==> config.mk <==
export PLATFORM = sky130hd
export DESIGN_NAME = aes_key_sched_ctrl
export DESIGN_NICKNAME = d
export VERILOG_FILES = /design/src/rtl/aes_pkg.sv /design/src/rtl/key_expansion.sv /design/src/rtl/aes_key_sched_ctrl.sv
export SDC_FILE = /design/constraint.sdc
export NUM_CORES = 2
export LEC_CHECK = 0
export BUFFER_PORTS_ARGS = -buffer_cell sky130_fd_sc_hd__buf_4
export CAP_MARGIN = 40
export CORE_ASPECT_RATIO = 0.8
export CORE_MARGIN = 2
export CORE_UTILIZATION = 45
export CTS_BUF_LIST = sky130_fd_sc_hd__clkbuf_2 sky130_fd_sc_hd__clkbuf_4 sky130_fd_sc_hd__clkbuf_8
export CTS_CLUSTER_SIZE = 28
export DETAILED_ROUTE_END_ITERATION = 8
export PLACE_DENSITY = 0.71
export SYNTH_ARGS = -nofsm -noshare
export SYNTH_HDL_FRONTEND = slang
export SYNTH_HIERARCHICAL = 1
export SYNTH_SLANG_ARGS = --single-unit
==> constraint.sdc <==
create_clock -name clk -period 31.1 [get_ports clk]
set_input_delay 1.555 -clock clk [delete_from_list [all_inputs] [get_ports clk]]
set_output_delay 1.555 -clock clk [all_outputs]
set_load 0.03 [all_outputs]
==> src/rtl/aes_pkg.sv <==
`default_nettype none
// ---------------------------------------------------------------------------
// aes_pkg : shared types and sizes for the AES-128 key schedule controller
// Revision: 1.0
// ---------------------------------------------------------------------------
package aes_pkg;

  localparam int KS_REG_SIZE   = 32;
  localparam int KS_VEC_SIZE   = 4;
  localparam int AES128_ROUNDS = 10;

  typedef logic [KS_VEC_SIZE-1:0][KS_REG_SIZE-1:0] key_t;

  typedef enum logic [1:0] {
    KS_IDLE   = 2'd0,
    KS_EXPAND = 2'd1,
    KS_DONE   = 2'd2
  } ks_state_t;

endpackage
`default_nettype wire

==> src/rtl/key_expansion.sv <==
`default_nettype none
// ---------------------------------------------------------------------------
// key_expansion : one combinational AES-128 key expansion round
// Revision: 1.0
// ---------------------------------------------------------------------------
module key_expansion #(
  parameter int regSize = 32,
  parameter int vecSize = 4
) (
  input  logic [vecSize-1:0][regSize-1:0] current_key,
  input  logic [vecSize-1:0][regSize-1:0] round,
  output logic [vecSize-1:0][regSize-1:0] next_key
);

  localparam int NBYTES = regSize / 8;

  function automatic logic [7:0] xtime(input logic [7:0] a);
    return {a[6:0], 1'b0} ^ (a[7] ? 8'h1b : 8'h00);
  endfunction

  function automatic logic [7:0] gf_mul(input logic [7:0] a, input logic [7:0] b);
    logic [7:0] p;
    logic [7:0] aa;
    p  = 8'h00;
    aa = a;
    for (int i = 0; i < 8; i++) begin
      if (b[i]) p = p ^ aa;
      aa = xtime(aa);
    end
    return p;
  endfunction

  // S-box as x^254 (multiplicative inverse, 0 -> 0) followed by the affine map
  function automatic logic [7:0] sbox(input logic [7:0] x);
    logic [7:0] sq;
    logic [7:0] inv;
    sq  = x;
    inv = 8'h01;
    for (int i = 1; i < 8; i++) begin
      sq  = gf_mul(sq, sq);
      inv = gf_mul(inv, sq);
    end
    return inv ^ {inv[6:0], inv[7]} ^ {inv[5:0], inv[7:6]} ^
           {inv[4:0], inv[7:5]} ^ {inv[3:0], inv[7:4]} ^ 8'h63;
  endfunction

  function automatic logic [7:0] rcon(input logic [regSize-1:0] r);
    logic [7:0] rc;
    rc = 8'h00;
    if (r < regSize'(10)) begin
      rc = 8'h01;
      for (int i = 0; i < 9; i++) begin
        if (regSize'(i) < r) rc = xtime(rc);
      end
    end
    return rc;
  endfunction

  logic [regSize-1:0] round_any;
  logic [regSize-1:0] rot_w;
  logic [regSize-1:0] sub_w;
  logic [regSize-1:0] temp_w;
  logic [regSize-1:0] acc_w;

  // Every lane carries the same broadcast round number
  always_comb begin
    round_any = '0;
    for (int i = 0; i < vecSize; i++) round_any = round_any | round[i];
  end

  assign rot_w = {current_key[vecSize-1][regSize-9:0],
                  current_key[vecSize-1][regSize-1:regSize-8]};

  generate
    for (genvar b = 0; b < NBYTES; b++) begin : g_sbox
      assign sub_w[8*b +: 8] = sbox(rot_w[8*b +: 8]);
    end
  endgenerate

  assign temp_w = sub_w ^ {rcon(round_any), {(regSize-8){1'b0}}};

  always_comb begin
    acc_w    = temp_w;
    next_key = '0;
    for (int w = 0; w < vecSize; w++) begin
      acc_w       = acc_w ^ current_key[w];
      next_key[w] = acc_w;
    end
  end

endmodule
`default_nettype wire

==> src/rtl/aes_key_sched_ctrl.sv <==
`default_nettype none
// ---------------------------------------------------------------------------
// aes_key_sched_ctrl : sequences key_expansion over 10 rounds into a key file
// Revision: 1.0
// ---------------------------------------------------------------------------
module aes_key_sched_ctrl
  import aes_pkg::*;
#(
  parameter int regSize = KS_REG_SIZE,
  parameter int vecSize = KS_VEC_SIZE,
  parameter int NROUNDS = AES128_ROUNDS
) (
  input  logic                            clk,
  input  logic                            rst_n,
  input  logic                            start,
  input  logic [vecSize-1:0][regSize-1:0] key_in,
  output logic                            busy,
  output logic                            done,
  output logic                            keys_valid,
  input  logic [3:0]                      rd_idx,
  output logic [vecSize-1:0][regSize-1:0] rd_key
);

  logic [vecSize-1:0][regSize-1:0] rf_q [0:NROUNDS];

  ks_state_t  state_q, state_d;
  logic [3:0] rnd_q, rnd_d;
  logic       kv_q, kv_d;

  logic                            we;
  logic [3:0]                      waddr;
  logic [vecSize-1:0][regSize-1:0] wdata;
  logic [vecSize-1:0][regSize-1:0] cur_key;
  logic [vecSize-1:0][regSize-1:0] next_key;
  logic [vecSize-1:0][regSize-1:0] round_bc;

  assign cur_key = rf_q[rnd_q];

  generate
    for (genvar l = 0; l < vecSize; l++) begin : g_lane
      assign round_bc[l] = {{(regSize-4){1'b0}}, rnd_q};
    end
  endgenerate

  key_expansion #(
    .regSize(regSize),
    .vecSize(vecSize)
  ) u_key_expansion (
    .current_key(cur_key),
    .round      (round_bc),
    .next_key   (next_key)
  );

  always_ff @(posedge clk) begin
    if (!rst_n) begin
      state_q <= KS_IDLE;
      rnd_q   <= 4'd0;
      kv_q    <= 1'b0;
    end else begin
      state_q <= state_d;
      rnd_q   <= rnd_d;
      kv_q    <= kv_d;
    end
  end

  always_comb begin
    state_d = state_q;
    rnd_d   = rnd_q;
    kv_d    = kv_q;
    we      = 1'b0;
    waddr   = rnd_q + 4'd1;
    wdata   = next_key;
    busy    = (state_q != KS_IDLE);
    done    = 1'b0;
    case (state_q)
      KS_IDLE: begin
        if (start) begin
          we      = 1'b1;
          waddr   = 4'd0;
          wdata   = key_in;
          rnd_d   = 4'd0;
          kv_d    = 1'b0;
          state_d = KS_EXPAND;
        end
      end
      KS_EXPAND: begin
        we    = 1'b1;
        rnd_d = rnd_q + 4'd1;
        if (rnd_q == 4'(NROUNDS-1)) state_d = KS_DONE;
      end
      KS_DONE: begin
        done    = 1'b1;
        kv_d    = 1'b1;
        state_d = KS_IDLE;
      end
      default: state_d = KS_IDLE;
    endcase
  end

  assign keys_valid = kv_q;

  // Key storage is deliberately not reset
  always_ff @(posedge clk) begin
    if (rst_n && we) rf_q[waddr] <= wdata;
  end

  // Registered read with no write bypass: same-edge write returns the old entry
  always_ff @(posedge clk) begin
    if (!rst_n) begin
      rd_key <= '0;
    end else if (rd_idx <= 4'(NROUNDS)) begin
      rd_key <= rf_q[rd_idx];
    end else begin
      rd_key <= '0;
    end
  end

endmodule
`default_nettype wire

-- Word level (Yosys, flattened, before mapping)
Memory sizes are Yosys's and may differ from the RTL's. A register that Yosys moved wholly into a read port is not among the register bits.
Index checks and enable logic that the tools add are counted.
- register bits: 7
- memory bits (writable): 1408
- ROM bits: 0
- input bits: 135
- memories: 1
- output and inout port bits: 131
- latch bits: 0
- divide/modulo/power cells: 0
- order comparisons: 11
- reductions and logical operators: 10
- multiply operators: 0
- shift-type cells: 0
- add/subtract/negate cells: 1
- mux-type cells: 856
- bitwise gates (word level): 792
- eq/ne operators: 5
- memories (name ; depth ; width ; read ports ; clocked after Yosys merged registers in ; wr ports ; RTL line ; text):
    rf_q ; 11 ; 128 ; 2 ; 2 ; 1 ; aes_key_sched_ctrl.sv:24 ; logic [vecSize-1:0][regSize-1:0] rf_q [0:NROUNDS];
- operators by type and width (cell ; count):
    $xor 8x8->8 ; 752
    $mux 8 ; 437
    $mux 5 ; 376
    $mux 128 ; 2
    $xor 32x32->32 ; 5
    $lt 3x32->1 const A ; 4
    $lt 1x32->1 const A ; 2
    $lt 2x32->1 const A ; 2
    $or 32x4->32 ; 2
    $mux 4 ; 9
    $lt 32x4->1 const B ; 1
    $lt 4x32->1 const A ; 1
    $mux 7 ; 4
    $not 1->1 const A ; 28
    $mux 6 ; 4
    $not 4->4 ; 4
    $mux 2 ; 7
    $mux 3 ; 4
    $mux 1 ; 9
    $pmux 4 s2 ; 1
    $reduce_and 2->1 ; 4
    $reduce_bool 2->1 ; 3
    $add 4x1->4 const B ; 1
    $eq 4x4->1 const B ; 1
    10 further kinds ; 12

-- Logic depth before layout (Yosys ltp)
- depth in word-level cells: 139
- mapped depth: 75
- depth with buffers taken out: 59

-- Modules after synthesis
Netlist, hierarchy kept.
- modules (own cells, without submodules) (module ; times used ; cells an instance ; sequential area each (µm²) ; area each (µm²)):
    aes_key_sched_ctrl ; 1 ; 4673 ; 45063.2 ; 69779.4
    key_expansion ; 1 ; 7713 ; 0.0 ; 57009.7

-- Worst setup path after synthesis
OpenSTA, ideal clock, no wires.
- path type: register to register
- from: register (tool-made name)
- to: memory rf_q[0][109] in the netlist's numbering, data pin
- data arrival time: 16.581 ns
- stages on the path, launching flop included: 70
- buffers on the path: 14
- required time: 30.822 ns
- setup slack: 14.240 ns
- clock period less this slack: 16.860 ns
- library setup time: 0.278 ns
- path through: dfxtp_1 > buf_6 > buf_6 > buf_6 > buf_2 > mux2i_1 > o21ai_0 > or3_1 > ha_1 > buf_2 > nand2_1 > xnor2_1 > clkbuf_1 > inv_1 > clkbuf_1 > clkbuf_1 > ha_1 > clkbuf_1 > [34 not listed] > xnor3_1 > nor2_1 > xnor2_1 > xnor3_1 > xnor2_2 > xor2_1 > xnor2_1 > nand2_1 > xor2_1 > xnor3_1 > xnor2_1 > xor2_1 > xor3_2 > xnor2_2 > xor2_1 > xor2_1 > xnor2_1 > mux2_2
- RTL lines (what ; RTL line):
    to (decl) ; aes_key_sched_ctrl.sv:24

==> impl_metrics.csv <==
group,metric,value,unit
timing,fin_crit_sh,73.77,%
timing,rsz0062_at_grt,"no",
clock_network,cts_sinks,1547,
clock_network,clkLatencyLatePin,1.07,ns
synthesis,yosys.cell_count.top_type,"xnor2_1",
floorplan,core_area,0.2806,mm^2
worst_setup_path,start_kind,"flip-flop",
synthesis,synth.largest_area_cell,"edfxtp_1",
timing,fin_worst_skew,0.09428,ns
synthesis,synth_cell_types,122,
routing,drtIter0Drc,15030,
timing,hold_viol_final,0,
status,outcome,"finished clean",
routing,antenna_left,0,
timing,tightest_slew,1.035,ns
run,maxCapViolations,0,
floorplan,rows,174,
floorplan,die_area,0.2860,mm^2
synthesis,ys_ff_latch,1547,
timing,relSlewSlack,31.01,%
routing,dr.pass1.iters,7,
timing,clock.fmax,0.04359,GHz
floorplan,ioPinCount,266,
worst_setup_path,path_common_cell,"xnor2_1",
grt,grt_use_total,28.45,%
worst_setup_path,max_stage_delay,0.94,ns
clock_network,clockRootBuffer,"clkbuf_8",
worst_setup_path,end_kind,"flip-flop",
clock_network,holdBufCountCts,0,
grt,grt-ovfl-total,0,
worst_setup_path,rr_worst_depth,55,
synthesis,synthFlopType,"edfxtp_1",
synthesis,synth.top_cells.by_count,"1584 x xnor2_1, 1408 x edfxtp_1, 1299 x nand2_1, 1179 x nor2_1, 944 x mux2i_1",
clock_network,clkTransAtPathRegs,0.06,ns
clock_network,htreeDepth,4,
placed_design,place_hpwl,276.7,mm
routing,routedWlPerCell,25.66,um
final_layout,area_delta_synth_final,9.702,%
placed_design,numPortBuffers,265,
timing,setup_viol,0,
synthesis,post-synth-top-area-fraction,33.35,%
worst_setup_path,cp.required,31.95,ns
timing,slew_violations,0,
worst_setup_path,path_class,"reg2reg",
timing,fin_setup_tns,0,ns
clock_network,cts_tree,"done",
routing,vias,101700,
grt,antenna_found_initial,23,
synthesis,syn_area,0.1268,mm^2
final_layout,drive_gt1_share,14.51,%
floorplan,die_y,478.8,um
final_layout,register_area,0.04508,mm^2
routing,totalWireLength,422.6,mm
worst_setup_path,cp_max_fo,37,
grt,grt_pass1_wl,619.4,mm
worst_setup_path,critPathArrivalTime,23.79,ns
worst_setup_path,rrSetupSlack,8.16,ns
final_layout,multi_input_area,0.07798,mm^2
synthesis,synthTopCellsByArea,"edfxtp_1 33%, xnor2_1 11%, mux2i_1 7.5%",
synthesis,synth_edf_count,1408,
worst_setup_path,r2r_end,"rf_q[1][113]$_DFFE_PP_",
routing,vias_per_cell,6.175,
min_path,min_from,"keys_valid$_SDFFE_PN0P_",
synthesis,yosysWarnings,6,
clock_network,clk_path_buf_depth,3,
routing,drc,0,
grt,grt_start_max_net_pins,127,
clock_network,numCtsBuffers,238,
synthesis,syn_avg_cell_area,10.24,um^2
final_layout,nFillCells,25030,
floorplan,start_util,45.18,%
synthesis,ys_async_sr_fraction,0,%
worst_setup_path,crit_path_end,"rf_q[1][113]$_DFFE_PP_",
clock_network,cts_resized,0,
worst_setup_path,worst_path_max_delay_cell,"xnor3_1",
clock_network,post_cts_buffers,0,
min_path,hold_class,"reg2reg",
placed_design,finalWeightedCongestion,0.9570,
grt,first_global_vias,94650,
synthesis,synthCells,12390,
floorplan,die_width,597.5,um
final_layout,fin_nets,12710,
synthesis,seq_area_frac_synth,35.54,%
timing,layout_min_cycle_time,22.94,ns
-- worst max-delay path: cells and delay by family (launching register included) --
family / cells / cell delay (ns)
adder cells (fa/ha/maj): 2 / 0.98
buffers and inverters: 5 / 1.96
XOR/XNOR: 29 / 13.11
AO/OA/AOI/OAI: 7 / 2.08
multiplexers: 2 / 0.53
flip-flops: 1 / 0.79
AND/OR/NAND/NOR: 10 / 3.17
-- state kept, by name (all words and copies together) (netlist names), named ones only --
signal / cells
rf_q: 1408
rnd_q: 4
rd_key: 128
state_q: 2
keys_valid: 1
-- through the flow --
step	hold WS, ns	std cells	cell area (um^2)	setup slack, ns	util, %
2_1_floorplan	0.5390	12500	127200	14.24	-
3_3_place_gp	0.5783	15940	132900	8.632	47.35
3_5_place_dp	0.5931	16000	133800	8.944	47.69
4_1_cts	0.6111	16450	139000	8.875	49.54
5_1_grt	0.6587	16460	139100	7.435	49.56
6_report	0.6000	16470	139100	8.158	49.56
-- per-layer routing --
metal | share of wire, % | up-vias | GRT usage (%)
met5 | 0.033 | - | 0
met4 | 4.4 | 24 | 12.06
met3 | 13 | 839 | 6.931
met2 | 43 | 6582 | 42.07
met1 | 40 | 49160 | 39.65
li1 | - | 45090 | -
-- placed cells by master (no fill, tap or decap), drive strengths merged, types with 53 or more instances in the layout --
master	instances
o22ai	378
clkbuf	347
and2	64
nand3	164
a211oi	73
o211ai	65
nor2b	71
nor3	201
dfxtp	139
buf	691
edfxtp	1408
inv	98
nand3b	142
clkinv	90
nand2b	64
nor2	1183
mux4	130
conb	112
mux2i	944
a221o	136
xnor3	382
mux2	292
a21oi	427
nand2	1301
xor3	53
a31oi	199
xor2	526
xnor2	1675
or3	169
o21ai	612
-- area by class of cell --
type | count | area share, %
Timing Repair Buffer | 693 | 4.174
Antenna cell | 11 | 0.01979
Multi-Input combinational cell | 9973 | 56.06
Clock inverter | 101 | 0.6810
Inverter | 101 | 0.2726
Tap cell | 3696 | 3.325
Sequential cell | 1547 | 32.41
Clock buffer | 345 | 3.054
-- kinds of logic (layout without fill, tap and decap cells) --
logic type               Yosys count  in the layout  share of synthesized area (%)
buffers and inverters            977           1240                          3.664
multiplexers                    1366           1366                          12.52
flip-flops                      1547           1547                          35.54
adder cells (fa/ha/maj)           25             25                         0.2428
XOR/XNOR                        2636           2636                          23.97
AO/OA/AOI/OAI                   2288           2288                          11.57
AND/OR/NAND/NOR                 3546           3546                          12.48
other                              1            123                       0.002958
-- worst min path at each step --
stage                                    endpoint  depth (start not counted)
after floorplan            rd_key[119]$_SDFF_PN0_                          4
after global placement    keys_valid$_SDFFE_PN0P_                          2
after detailed placement  keys_valid$_SDFFE_PN0P_                          2
after CTS                 keys_valid$_SDFFE_PN0P_                          2
after global routing      keys_valid$_SDFFE_PN0P_                          2
final                     keys_valid$_SDFFE_PN0P_                          2
Power is not shown: default switching activity piles up to over one toggle a cycle in this logic, so the estimate is an artifact.
